$ cat src/rtl/event_relay_pkg.sv
// event_relay_pkg
//   Shared types and helpers for the event relay chain.
//   - state_e   : controller states (IDLE, RUN, FIN)
//   - pos_width : width of the stage position counter for a given stage count
package event_relay_pkg;

  typedef enum logic [1:0] {
    IDLE = 2'd0,
    RUN  = 2'd1,
    FIN  = 2'd2
  } state_e;

  // Position counter width; never narrower than one bit.
  function automatic int pos_width(input int n_stages);
    return (n_stages > 2) ? $clog2(n_stages) : 1;
  endfunction

endpackage

$ cat src/rtl/event_hop_timer.sv
// event_hop_timer
//   Inter-hop delay counter. Loaded with the hop delay whenever a stage fires,
//   then counts down once per cycle while running. fire_o is high while running
//   and the count has reached zero, meaning the next stage may fire at the
//   coming edge. The count parks at zero, it never wraps.
// Ports
//   clk        : clock
//   rst        : synchronous reset, active-high
//   load_i     : reload the counter with load_val_i
//   load_val_i : delay value to load (idle cycles between hops)
//   run_i      : chain is running; enables counting and fire_o
//   fire_o     : next hop due at the coming edge
module event_hop_timer #(
  parameter int DELAY_W = 4
) (
  input  logic               clk,
  input  logic               rst,
  input  logic               load_i,
  input  logic [DELAY_W-1:0] load_val_i,
  input  logic               run_i,
  output logic               fire_o
);

  logic [DELAY_W-1:0] cnt_r;

  // Delay countdown register: reload on hop, decrement toward zero otherwise.
  always_ff @(posedge clk) begin
    if (rst) begin
      cnt_r <= '0;
    end else if (load_i) begin
      cnt_r <= load_val_i;
    end else if (run_i && (cnt_r != '0)) begin
      cnt_r <= cnt_r - DELAY_W'(1);
    end else begin
      cnt_r <= cnt_r;
    end
  end

  assign fire_o = run_i && (cnt_r == '0);

endmodule

$ cat src/rtl/event_relay_chain.sv
// event_relay_chain
//   A single token hops through N_STAGES stages with a programmable number of
//   idle cycles (D, latched on start) between hops. Each firing raises a
//   one-cycle strobe and a sticky triggered flag. In ring mode the token wraps
//   from the last stage to stage 0 until LAPS laps are complete.
// Ports
//   clk        : clock
//   rst        : synchronous reset, active-high
//   start_i    : inject token at stage 0 (accepted only in IDLE)
//   abort_i    : terminate a running chain
//   clr_i      : clear all sticky triggered flags
//   delay_i    : idle cycles between hops, sampled on accepted start
//   pulse_o    : one-hot strobe, stage k fires this cycle
//   trig_o     : sticky flags, stage k has fired since last clear
//   all_trig_o : every stage flag set
//   busy_o     : chain running
//   done_o     : one-cycle pulse on normal completion
//   aborted_o  : one-cycle pulse on abort completion
//   laps_o     : completed laps (ring mode), held until next accepted start
module event_relay_chain
  import event_relay_pkg::*;
#(
  parameter int N_STAGES = 100,
  parameter int DELAY_W  = 4,
  parameter int RING     = 0,
  parameter int LAPS     = 2
) (
  input  logic                      clk,
  input  logic                      rst,
  input  logic                      start_i,
  input  logic                      abort_i,
  input  logic                      clr_i,
  input  logic [DELAY_W-1:0]        delay_i,
  output logic [N_STAGES-1:0]       pulse_o,
  output logic [N_STAGES-1:0]       trig_o,
  output logic                      all_trig_o,
  output logic                      busy_o,
  output logic                      done_o,
  output logic                      aborted_o,
  output logic [$clog2(LAPS+1)-1:0] laps_o
);

  localparam int                  POS_W     = pos_width(N_STAGES);
  localparam int                  LAP_W     = $clog2(LAPS + 1);
  localparam logic [POS_W-1:0]    LAST_POS  = POS_W'(N_STAGES - 1);
  localparam logic [LAP_W-1:0]    LAPS_MAX  = LAP_W'(LAPS);
  localparam logic [LAP_W:0]      LAPS_WIDE = (LAP_W + 1)'(LAPS);
  localparam logic [N_STAGES-1:0] ONE_HOT0  = {{(N_STAGES - 1){1'b0}}, 1'b1};

  state_e              state_r, state_d_s;
  logic [POS_W-1:0]    pos_r, pos_d_s;
  logic [DELAY_W-1:0]  d_r, d_d_s;
  logic [LAP_W-1:0]    laps_r, laps_d_s;
  logic [N_STAGES-1:0] pulse_r, pulse_d_s;
  logic [N_STAGES-1:0] trig_r, trig_d_s;
  logic                all_trig_r;
  logic                busy_r;
  logic                done_r, done_d_s;
  logic                aborted_r, aborted_d_s;
  logic                hop_load_s;
  logic [DELAY_W-1:0]  hop_val_s;
  logic                hop_fire_s;
  logic                run_s;
  logic [LAP_W:0]      lap_total_s;

  assign run_s = (state_r == RUN);

  // Laps completed including one that finishes on the strobe visible now;
  // lets a D=0 wrap decide before laps_r has caught up.
  assign lap_total_s = {1'b0, laps_r} + {{LAP_W{1'b0}}, pulse_r[N_STAGES-1]};

  event_hop_timer #(
    .DELAY_W(DELAY_W)
  ) u_hop_timer (
    .clk       (clk),
    .rst       (rst),
    .load_i    (hop_load_s),
    .load_val_i(hop_val_s),
    .run_i     (run_s),
    .fire_o    (hop_fire_s)
  );

  // Next-state, hop and strobe decode.
  always_comb begin
    state_d_s   = state_r;
    pos_d_s     = pos_r;
    d_d_s       = d_r;
    laps_d_s    = laps_r;
    pulse_d_s   = '0;
    done_d_s    = 1'b0;
    aborted_d_s = 1'b0;
    hop_load_s  = 1'b0;
    hop_val_s   = d_r;
    case (state_r)
      IDLE: begin
        if (start_i) begin
          state_d_s  = RUN;
          pos_d_s    = '0;
          d_d_s      = delay_i;
          laps_d_s   = '0;
          pulse_d_s  = ONE_HOT0;
          hop_load_s = 1'b1;
          hop_val_s  = delay_i;
        end else begin
          state_d_s = IDLE;
        end
      end
      RUN: begin
        // A lap completes when the last stage strobe is visible.
        if ((RING != 0) && pulse_r[N_STAGES-1]) begin
          laps_d_s = laps_r + LAP_W'(1);
        end else begin
          laps_d_s = laps_r;
        end
        if (abort_i) begin
          state_d_s   = FIN;
          aborted_d_s = 1'b1;
        end else if ((RING != 0) ? (laps_r == LAPS_MAX) : pulse_r[N_STAGES-1]) begin
          state_d_s = FIN;
          done_d_s  = 1'b1;
        end else if (hop_fire_s) begin
          if (pos_r != LAST_POS) begin
            pos_d_s    = pos_r + POS_W'(1);
            pulse_d_s  = ONE_HOT0 << pos_d_s;
            hop_load_s = 1'b1;
          end else if ((RING != 0) && (lap_total_s < LAPS_WIDE)) begin
            pos_d_s    = '0;
            pulse_d_s  = ONE_HOT0;
            hop_load_s = 1'b1;
          end else begin
            // Final lap finished; wait for laps_r to reach LAPS.
            pos_d_s = pos_r;
          end
        end else begin
          state_d_s = RUN;
        end
      end
      FIN: begin
        state_d_s = IDLE;
      end
      default: begin
        state_d_s = IDLE;
      end
    endcase
    // Clear first, then OR in the stage firing at this edge so it survives.
    if (clr_i) begin
      trig_d_s = pulse_d_s;
    end else begin
      trig_d_s = trig_r | pulse_d_s;
    end
  end

  // State, counters and registered outputs.
  always_ff @(posedge clk) begin
    if (rst) begin
      state_r    <= IDLE;
      pos_r      <= '0;
      d_r        <= '0;
      laps_r     <= '0;
      pulse_r    <= '0;
      trig_r     <= '0;
      all_trig_r <= 1'b0;
      busy_r     <= 1'b0;
      done_r     <= 1'b0;
      aborted_r  <= 1'b0;
    end else begin
      state_r    <= state_d_s;
      pos_r      <= pos_d_s;
      d_r        <= d_d_s;
      laps_r     <= laps_d_s;
      pulse_r    <= pulse_d_s;
      trig_r     <= trig_d_s;
      all_trig_r <= &trig_d_s;
      busy_r     <= (state_d_s == RUN);
      done_r     <= done_d_s;
      aborted_r  <= aborted_d_s;
    end
  end

  assign pulse_o    = pulse_r;
  assign trig_o     = trig_r;
  assign all_trig_o = all_trig_r;
  assign busy_o     = busy_r;
  assign done_o     = done_r;
  assign aborted_o  = aborted_r;
  assign laps_o     = laps_r;

endmodule

$ cat config.mk
export PLATFORM = sky130hd
export DESIGN_NAME = event_relay_chain
export DESIGN_NICKNAME = d
export VERILOG_FILES = /design/src/rtl/event_relay_pkg.sv /design/src/rtl/event_hop_timer.sv /design/src/rtl/event_relay_chain.sv
export SDC_FILE = /design/constraint.sdc
export NUM_CORES = 1
export LEC_CHECK = 0
export ABC_AREA = 1
export CAP_MARGIN = 5
export CORE_ASPECT_RATIO = 1.25
export CORE_MARGIN = 2
export CORE_UTILIZATION = 52
export DETAILED_ROUTE_END_ITERATION = 8
export PLACE_DENSITY_LB_ADDON = 0.3
export SETUP_SLACK_MARGIN = 0.4
export SYNTH_ARGS = -nofsm -noshare
export SYNTH_HDL_FRONTEND = slang
export SYNTH_SLANG_ARGS = --single-unit
$ cat constraint.sdc
create_clock -name clk -period 5.1 [get_ports clk]
set_clock_uncertainty 0.05 [all_clocks]
set_input_delay 1.275 -clock clk [delete_from_list [all_inputs] [get_ports clk]]
set_output_delay 1.275 -clock clk [all_outputs]
set_load 0.005 [all_outputs]
## After elaboration in Yosys (flattened, before gate mapping)

Cells that the tools add are included.
Widths: inputs -> output; s select.

| word-level totals | value |
|---|---|
| bits in registers | 221 |
| logic and storage cells | 64 |

| operators by class | value |
|---|---|
| add/sub/neg operators | 2 |
| eq/ne operators | 8 |
| shift operators | 1 |
| multiplexer cells | 30 |
| bitwise logic cells | 2 |
| reduce and logical (&&, ||, !) cells | 11 |

Operators by type and width:

| operator | count |
|---|---|
| $mux 100 | 5 |
| $pmux 100 s2 | 1 |
| $or 100x100->100 | 1 |
| $reduce_and 100->1 | 1 |
| $shl 1x7->100 const A | 1 |
| $mux 7 | 5 |
| $mux 4 | 4 |
| $pmux 7 s2 | 1 |
| $ne 2x2->1 const B | 5 |
| $mux 1 | 9 |
| $add 7x1->7 const B | 1 |
| $ne 7x7->1 const B | 1 |
| $mux 2 | 3 |
| $reduce_and 6->1 | 1 |
| $eq 2x1->1 const B | 2 |
| $logic_not 4->1 | 1 |
| $pmux 2 s2 | 1 |
| $reduce_bool 2->1 | 2 |
| $reduce_bool 4->1 | 1 |
| $sub 4x1->4 const B | 1 |
| $reduce_or 3->1 | 1 |
| $logic_and 1x1->1 | 2 |
| $logic_not 2->1 | 1 |
| $pmux 1 s2 | 1 |
| 2 further kinds | 2 |

## Depth between registers and ports, before layout

| depth | value |
|---|---|
| depth after elaboration | 10 |
| gate-level depth with buffers | 20 |

## Hierarchy

Synthesis repeated with hierarchy kept, for this count alone.

| second synthesis, totals | value |
|---|---|
| cells, all modules | 1,139 |
| area, all modules | 8,375.5 µm² |

By module, submodules not included:

| module | instances | cells each | area an instance (µm²) |
|---|---|---|---|
| event_relay_chain | 1 | 1,096 | 8,107.8 |
| event_hop_timer | 1 | 43 | 267.8 |

## Worst setup path before layout

Ideal clock, no wire load.

| timing path | value |
|---|---|
| path kind | in2reg |
| start point | input port clr_i |
| end point | register all_trig_r, in the netlist all_trig_o |
| library setup time | 64 ps |
| arrival | 2,655 ps |
| required time | 4,986 ps |
| path slack | 2,331 ps |
| cell stages on the path | 14 |
| buffers on the path | 3 |
| cells stage by stage | clkbuf_1 inv_1 clkbuf_1 clkbuf_1 nand2_1 nand2_1 nand2_1 inv_1 nand2_1 nor2_1 nand2_1 nor2_1 nand2_1 nor2_1 |

| between the ends | value |
|---|---|
| longest elaborated chain between the ends | 2 |

Ends and longest elaborated chain:

| element | RTL line | text |
|---|---|---|
| from (decl) | event_relay_chain.sv:32 | `input logic clr_i,` |
| $mux 100 | event_relay_chain.sv:146 | `if (clr_i) begin` |
| $reduce_and 100->1 | event_relay_chain.sv:173 | `all_trig_r <= &trig_d_s;` |
| to (signal assigned) | event_relay_chain.sv:173 |  |
| to (decl) | event_relay_chain.sv:56 | `logic all_trig_r;` |

Every way passes these cells.
A chain may end at the register's enable or synchronous reset.

## Worst setup path in the final report

| timing path | value |
|---|---|
| start point | input port abort_i |
| end point | register all_trig_r, in the netlist all_trig_o |

| between the ends | value |
|---|---|
| longest elaborated chain between the ends | 5 |

Ends and longest elaborated chain:

| element | RTL line | text |
|---|---|---|
| from (decl) | event_relay_chain.sv:31 | `input logic abort_i,` |
| $mux 100 (*) | event_relay_chain.sv:115 | `if (abort_i) begin` |
| $pmux 100 s2 (*) | event_relay_chain.sv:94 | `case (state_r)` |
| $or 100x100->100 | event_relay_chain.sv:149 | `trig_d_s = trig_r \| pulse_d_s;` |
| $mux 100 (*) | event_relay_chain.sv:146 |  |
| $reduce_and 100->1 (*) | event_relay_chain.sv:173 |  |

Every way passes the cells marked *; elsewhere a longest branch is shown, timed or not.

==> summary.txt <==
Global routing
  – First-pass GRT wire length: roughly 37000 µm
  – Total GRT Usage: 0.276
  – GR Overflow Total: 0
  – Vias in the first global route: about 7400
  – Largest net degree at the start of global routing: 126
  – Initial antenna violation count: 0

Drt
  – Via density: between 5 and 6
  – Routed Wire Length: roughly 24000 µm
  – Drt wl/cell: 15.7 µm
  – Initial DRC count: about 700
  – DRC: 0
  – M1 wire length: ~9200 µm
  – Drt pass-1 iters: 5
  – Met2 wire length: roughly 12000 µm
  – Routed length on met3: 1790 µm
  – Top Layer Used: met4
  – Via count: 8069
  – Final antenna-violating net count: 0

Floorplanning
  – # rows: about 50
  – Total core area: approximately 16000 µm²
  – Die Width: 117 µm
  – Die Ht: about 150 µm
  – IO Count: 215
  – Die area: between 15000 and 20000 µm²
  – Starting Density: 0.532

Cells and area
  – Synthesis-to-layout area growth: 34.8%
  – Commonest non-fill, non-tap cell in the layout: nand2_1
  – Design area: 11200 µm²
  – Layout cells sized above 1: 0.0457
  – Post-layout util: 0.717
  – Most frequent cells in the layout: 363 x nand2_1, 221 x dfxtp_1, 211 x clkdlybuf4s50_1
  – Non-filler cells, final: 1546
  – Final #Nets: about 1300
  – Fillcell total: 1259
  – Antenna diode count: 0

Run status
  – Status: finished, final reports clean

Worst setup path
  – Crit path arrival time: 3910 ps
  – CP endpoint kind: flop
  – CP Max Fanout: 17
  – R2R Setup Slk: 1660 ps
  – R2R depth: 13
  – Crit start category: input port
  – Capturing point of the worst reg2reg path: all_trig_o
  – Reg2reg start: pos_r[0]
  – Critical path type: in -> reg
  – WP data required: 5490 ps

Timing
  – Max_slew headroom: 0.416
  – Final worst path period share: 0.690
  – FMAX: 284 MHz
  – Max-slew violations: 0
  – Hold Fails Final Rpt: 0
  – RSZ-0062 raised after global routing: false
  – Hold_ws: 440 ps
  – Worst-Margin Slew: 876 ps
  – # setup viols final: 0
  – Fin Setup TNS: 0 ps
  – Min Tclk post-route: ~3500 ps

Synthesis
  – Post-synthesis cell area: ~8300 µm²
  – Syn_area_per_cell: about 7.4 µm²
  – Synth Register Bits: 221
  – Asr flop ratio synth: 0
  – Sequential share of the synthesized area: 0.532
  – Synth unique cells: 30
  – Mapped Cells: 1130
  – Number of synthesized flops with an enable pin: 0
  – Synth warn: 0
  – Main synth FF type: dfxtp_1

Place
  – Cell total after placement: 1509
  – Port-buffer cells: between 200 and 250
  – Routability cong.: 0.918
  – DP HPWL: 17800 µm
  – Dpl cell area: about 11000 µm²

Clock network
  – Count of hold-fix buffers inserted at cts: 0
  – Clk sinks: around 220
  – Post_cts resized: 0
  – Bufs on Longest Clock Path: 3
  – Clock Latency Late Sink: 500 ps
  – CTS tree: yes
  – Root Driver: clkbuf_16
  – Num CTS Buffers: 21
  – Clock transition at path regs: ~70 ps
  – Setup Buffers After CTS: 0
  – CTS H-Tree Depth: 1

Worst hold path
  – WHS Endpoint: trig_o[9]
  – Worst hold path type: reg -> reg
  – HP Start: trig_o[9]
  – Hold path depth: 2

Pwr
  – Pwr Density: 310 nW/µm²
  – Max IR drop VDD: 0.267 mV
  – Pleak: 4.79 nW

Run
  – Maxcap violations: 0
-- cell type report --
type	count	area, µm²	area share
clock buffer	31	603	0.0538
clock inverter	6	83.8	0.00748
inverter	72	270	0.0241
multi-input combinational	782	3360	0.300
timing repair buffer	222	2200	0.196
sequential	221	4420	0.395
tap	212	265	0.0237
-- registers in the layout, indices dropped and copies added, names as in the netlist --
register and cells:
aborted_o 1, all_trig_o 1, busy_o 1, d_r 4, done_o 1, pos_r 7, pulse_o 100, state_r 2
trig_o 100, u_hop_timer.cnt_r 4
-- synth_stat cells, drive strengths merged, types with 3 or more instances --
library cell | n | area, µm²
dfxtp | 221 | 4420
nand2 | 365 | 1380
clkinv | 3 | 11.3
nor3 | 17 | 90.1
nand4 | 12 | 75.1
a22oi | 3 | 22.5
o21ai | 9 | 45.0
ha | 6 | 75.1
a21oi | 93 | 465
inv | 69 | 259
nand3 | 46 | 240
clkbuf | 35 | 131
o22ai | 3 | 18.8
nor2 | 213 | 830
nand3b | 4 | 30.0
buf | 21 | 133
mux2i | 4 | 40.0
-- worst max path at each step --
stage	slack, ps	start	endpoint
2_1_floorplan	2330	clr_i	all_trig_o
5_1_grt	1390	abort_i	all_trig_o
6_report	1580	abort_i	all_trig_o
3_3_place_gp	1130	abort_i	all_trig_o
4_1_cts	1640	abort_i	all_trig_o
3_5_place_dp	1120	abort_i	all_trig_o
-- through the flow --
step	total power, mW	worst slack [ps]
CTS	3.48	1640
floorplan	1.91	2330
global route	3.57	1390
global placement	1.95	1130
finish	3.47	1580
detailed placement	1.95	1120
-- cells by family (layout without fill, tap and decap cells) --
kind of cell / Yosys count / in the layout / synth area share
adders and majority gates: 6 / 6 / 0.00903
other: 1 / 2 / 0.000451
and+or+nand+nor: 657 / 657 / 0.318
muxes: 4 / 4 / 0.00482
xor gates and xnor gates: 1 / 1 / 0.00105
DFF: 221 / 221 / 0.532
buffers and inverters: 128 / 331 / 0.0643
AOI/OAI and AO/OA: 112 / 112 / 0.0706
-- power by group --
| part | switching (mW) | total, mW | internal, mW | leakage [nW] |
|---|---|---|---|---|
| clock | 0.630 | 1.55 | 0.921 | 0.339 |
| sequential | 0.00924 | 1.75 | 1.74 | 1.78 |
| combinational | 0.125 | 0.170 | 0.0448 | 2.67 |
| total | 0.764 | 3.47 | 2.70 | 4.79 |
-- metal layers --
layer  track usage  vias up
met5             0        -
met4         0.101        0
met3        0.0458       58
met2         0.490      374
met1         0.329     3722
li1              -     3915
-- worst max-delay path: stages --
cell and delay [ps]:
clkdlybuf4s50_1 430, nor2_1 270, nand3_2 170, nor2_2 610, buf_4 330, nand2_1 120
nand2_1 80, nand4_1 100, nor2_1 170, nand2_1 120, nor2_1 110, nand2_1 60
nor2_1 70
(Power assumes the default switching activity.)
==> patch 1 (same flow settings) <==
Put one more register stage on the output `pulse_o`, cleared by the reset. The value now appears one clock later. The other outputs are not delayed to match. Comments in the files are not updated.
--- a/src/rtl/event_relay_chain.sv
+++ b/src/rtl/event_relay_chain.sv
@@ -179,3 +179,9 @@
 
-  assign pulse_o    = pulse_r;
+  always_ff @(posedge clk) begin
+    if (rst) begin
+      pulse_o <= '0;
+    end else begin
+      pulse_o <= pulse_r;
+    end
+  end
   assign trig_o     = trig_r;
Function: changed (a bounded check fails within 4 cycles, from zero or initial values and one cycle with rst high).
==> patch 1 against the unedited design <==
  * First-iteration DRC count is 3.9% higher
  * Via count is 14% higher
  * Sequential power is 45% higher
  * Cell area is 27% higher
  * Sequential cell count is 100 higher
  * Synthesized area is 32% higher
  * Synthesized cell count is 23% higher
  * Worst setup slack worse by 170 ps
  * Power is 46% higher
  * Wire length is 18% higher
  * Highest routed layer unchanged
==> patch 1: results (changes against the unedited design) <==
[clock_network]
clk_pin_slew_ps=70  ; about the same
cts_buffers=29  ; was 21
clk_latency_ps=540  ; was 500 ps
cts_buffer_depth=3  ; unchanged
cts_resized=0  ; unchanged
htreeDepth=1  ; unchanged
cts_root_buf=clkbuf_16  ; unchanged
cts_setup_buffers=0  ; unchanged

[critical_path]
endpoint=all_trig_o  ; unchanged
crit_start=pos_r[0]  ; was abort_i
rrSetupSlack_ps=1410  ; was 1660 ps
r2r_cells=15  ; was 13
worstPathArrival_ps=4110  ; was 3910 ps
path_max_fanout=20  ; was 17

[timing]
slew-limit-headroom=0.423  ; was 0.416
setup_viol=0  ; unchanged

[power_and_ir_drop]
swShare=0.211  ; was 0.220
peakVddDrop_uv=266  ; was 267 µV
leakage_uw=0.00575  ; was 0.00479 µW

[yosys]
ys_warn_count=0  ; unchanged
synth.distinct_cells=32  ; was 30
synth_area_leaders=dfxtp_1 (59%), nand2_1 (12%), nor2_1 (9.8%)  ; was dfxtp_1 (53%), nand2_1 (16%), nor2_1 (9.3%)
ys_seq_area_frac=0.587  ; was 0.532
async_flop_share=0  ; unchanged
synth_flop_cell=dfxtp_1  ; unchanged
synthTopCellsByCount=nand2_1 (348), dfxtp_1 (321), nor2_1 (287)  ; was nand2_1 (363), dfxtp_1 (221), nor2_1 (205)

[min_path]
hp-class=flop to flop  ; unchanged

[placement]
portBuffers=212  ; unchanged
place_congestion=0.914  ; was 0.918
dpl.hpwl_mm=20.2  ; was 17.8 mm

[global_routing]
grt_util_met2=0.436  ; was 0.490
grt_max_degree=201  ; was 126
grt_pass1_wl_mm=45.0  ; was 37.4 mm
use_met1=0.307  ; was 0.329
grt_antenna_before_repair=0  ; unchanged
use_met3=0.0504  ; was 0.0458
grt_usage=0.254  ; was 0.276
grt_pass1_vias=8673  ; was 7449

[layout]
nets=1595  ; was 1335
nFillCells=1701  ; was 1259
diodes=0  ; unchanged
layout-drive-gt1-share=0.0487  ; was 0.0457

[routing]
drt-pass1-iter-count=6  ; was 5
vias_per_cell=4.91  ; was 5.22
initialDrtViolationCount=724  ; was 697
wl_mm=28.5  ; was 24.2 mm

[outcome]
status=finished, final reports clean  ; unchanged

-- patch 1: changes by cell type after synthesis, sizes merged, moves of 3 or more --
cell	change
buf	-4
nor2	+82
nand2	-9
dfxtp	+100
a21oi	-3
o21ai	+7
nand3b	-4
clkbuf	+9
nand4	-7
inv	+89
-- patch 1: layer usage --
metal,vias to the layer above,wire length [µm],share of wire
li1,4612,-,-
met1,4209,11500,0.40
met2,304,13900,0.49
met3,78,1850,0.065
met4,0,1260,0.044
met5,-,0,0
-- patch 1: area by class of cell --
class | instances | area (µm²) | share of cell area
repair buffers | 214 | 2170 | 0.152
clock inverters | 13 | 213 | 0.0149
well taps | 274 | 343 | 0.0241
clock buffers | 40 | 857 | 0.0602
inverters | 160 | 601 | 0.0422
flip-flops and latches | 321 | 6430 | 0.451
multi-input cells | 854 | 3640 | 0.255
-- patch 1: per-stage QoR --
stage               hold WS, ps  instance area (µm²)  worst slack (ps)  cells  power (µW)
floorplan                   338                11000              2370   1396        2710
global placement            339                13200              1130   1823        2760
detailed placement          342                13200               957   1823        2760
CTS                         350                14200              1490   1876        5090
global route                362                14200              1120   1876        5220
finish                      348                14200              1410   1876        5060
-- patch 1: kinds of logic after synthesis --
group,after synthesis,synth area share
simple gates,724,0.264
flops,321,0.587
buf+inv,221,0.0814
compound gates,116,0.0551
fa+ha+maj,6,0.00685
mux,4,0.00366
xor+xnor,2,0.00160
other cells,1,0.000342
-- patch 1: power by group through the flow --
| stage | combinational, µW | clock (µW) | sequential [µW] |
|---|---|---|---|
| 5_1_grt | 199 | 2490 | 2530 |
| 4_1_cts | 175 | 2380 | 2530 |
| 6_report | 176 | 2350 | 2530 |
| 3_5_place_dp | 174 | 0 | 2590 |
| 2_1_floorplan | 129 | 0 | 2580 |
| 3_3_place_gp | 172 | 0 | 2590 |
-- patch 1: worst max-delay path: stages (launching register included) --
cell and delay, ps:
dfxtp_1 520, ha_1 330, nand4_1 120, nand2_1 520, inv_1 400, nor2_1 560, inv_1 110, o21ai_0 250
nand2_1 100, nor2_1 110, nand2_1 60, nor2_1 130, nand2_1 80, inv_2 60, nand2_1 100, nor2_1 120
-- patch 1: how the worst min path moves through the flow --
stage | startpoint | end | slack [ps] | cells past startpoint
after CTS | pulse_r[41] | pulse_o[41] | 350 | 2
after global placement | pulse_r[48] | pulse_o[48] | 340 | 2
final | pulse_r[38] | pulse_o[38] | 350 | 2
after detailed placement | pulse_r[49] | pulse_o[49] | 340 | 2
after global routing | pulse_r[59] | pulse_o[59] | 360 | 2
after floorplan | pulse_r[0] | pulse_o[0] | 340 | 2
==> patch 2 (same flow settings) <==
Without the edit above. `LAPS`: 2 -> 4.
--- a/src/rtl/event_relay_chain.sv
+++ b/src/rtl/event_relay_chain.sv
@@ -25,3 +25,3 @@
   parameter int RING     = 0,
-  parameter int LAPS     = 2
+  parameter int LAPS     = 4
 ) (
Interface: changed (resized laps_o); port bits go from 215 to 216. The function was not compared with the original's and may differ.
==> patch 2 against the unedited design <==
  * Synthesized area about the same
  * Count of clock-buffer cells in the layout shrank 4
  * Cell area decreased by 0.27%
  * Power shrank 0.20%
  * Cell count shrank 0.32%
  * Synthesized cell count is essentially flat
  * Critical path depth unchanged
  * Wire length about the same
  * Sequential cell count did not move
  * Worst setup slack lost 35 ps
  * Highest routed layer unchanged
  * Non-clock buffer count is 4 lower
==> patch 2: results (changes against the unedited design) <==
[outcome]
status=finished, final reports clean  ; unchanged

[routing]
initialDrtViolationCount=847  ; was 697
vias_per_cell=5.14  ; was 5.22
dr_wl_met2_mm=12.4  ; about the same
vias=7914  ; was 8069
drt-pass1-iter-count=6  ; was 5
drt-met1-wl_mm=9.11  ; was 9.17 mm

[global_routing]
grt_max_degree=119  ; was 126
grt_pass1_vias=7415  ; was 7449
grt_util_met2=0.492  ; was 0.490
use_met3=0.0400  ; was 0.0458

[yosys]
ys_seq_area_frac=0.532  ; about the same
yosys.area_share.adder=0.00902  ; was 0.00903
synth_area_leaders=dfxtp_1 (53%), nand2_1 (16%), nor2_1 (9.2%)  ; was dfxtp_1 (53%), nand2_1 (16%), nor2_1 (9.3%)
synthXorXnorAreaFrac=0.00105  ; about the same

[power_and_ir_drop]
peakVddDrop_uv=313  ; was 267 µV
leakage_uw=0.00477  ; was 0.00479 µW

[layout]
layout-drive-gt1-share=0.0444  ; was 0.0457
nFillCells=1233  ; was 1259
nets=1332  ; was 1335

[critical_path]
path_max_fanout=25  ; was 17
cpMaxStageDelayCell=nor2_4  ; was nor2_2
worstPathArrival_ps=3940  ; was 3910 ps
critPathMaxStageDelay_ps=500  ; was 610 ps

[timing]
slew-limit-headroom=0.257  ; was 0.416

-- patch 2: final cells by class --
class,count,share of cell area
Multi-Input combinational cell,783,0.301
Tap cell,212,0.0237
Clock buffer,27,0.0526
Timing Repair Buffer,218,0.194
Inverter,72,0.0242
Clock inverter,8,0.00851
Sequential cell,221,0.396
-- patch 2: where the power goes --
group	total (µW)	switching, µW	internal (µW)	leakage, µW
sequential	1750	9.37	1740	0.00178
combinational	168	125	42.7	0.00266
clock	1550	634	912	0.000334
-- patch 2: metrics by stage --
step	cell area [µm²]	setup slack [ps]	total power, µW
final	11200	1540	3460
after global placement	10500	1090	1950
after global routing	11200	1300	3570
after CTS	11200	1560	3480
after floorplan	8330	2330	1910
after detailed placement	10500	1060	1950
-- patch 2: final timing paths --
kind | start | to | slack (ps) | cells past startpoint
worst max-delay path | abort_i | all_trig_o | 1540 | 13
worst min register to register | pulse_o[99] | done_o | 420 | 2
worst max register to register | pos_r[0] | all_trig_o | 1620 | 15
worst min-delay path | pulse_o[99] | done_o | 420 | 2
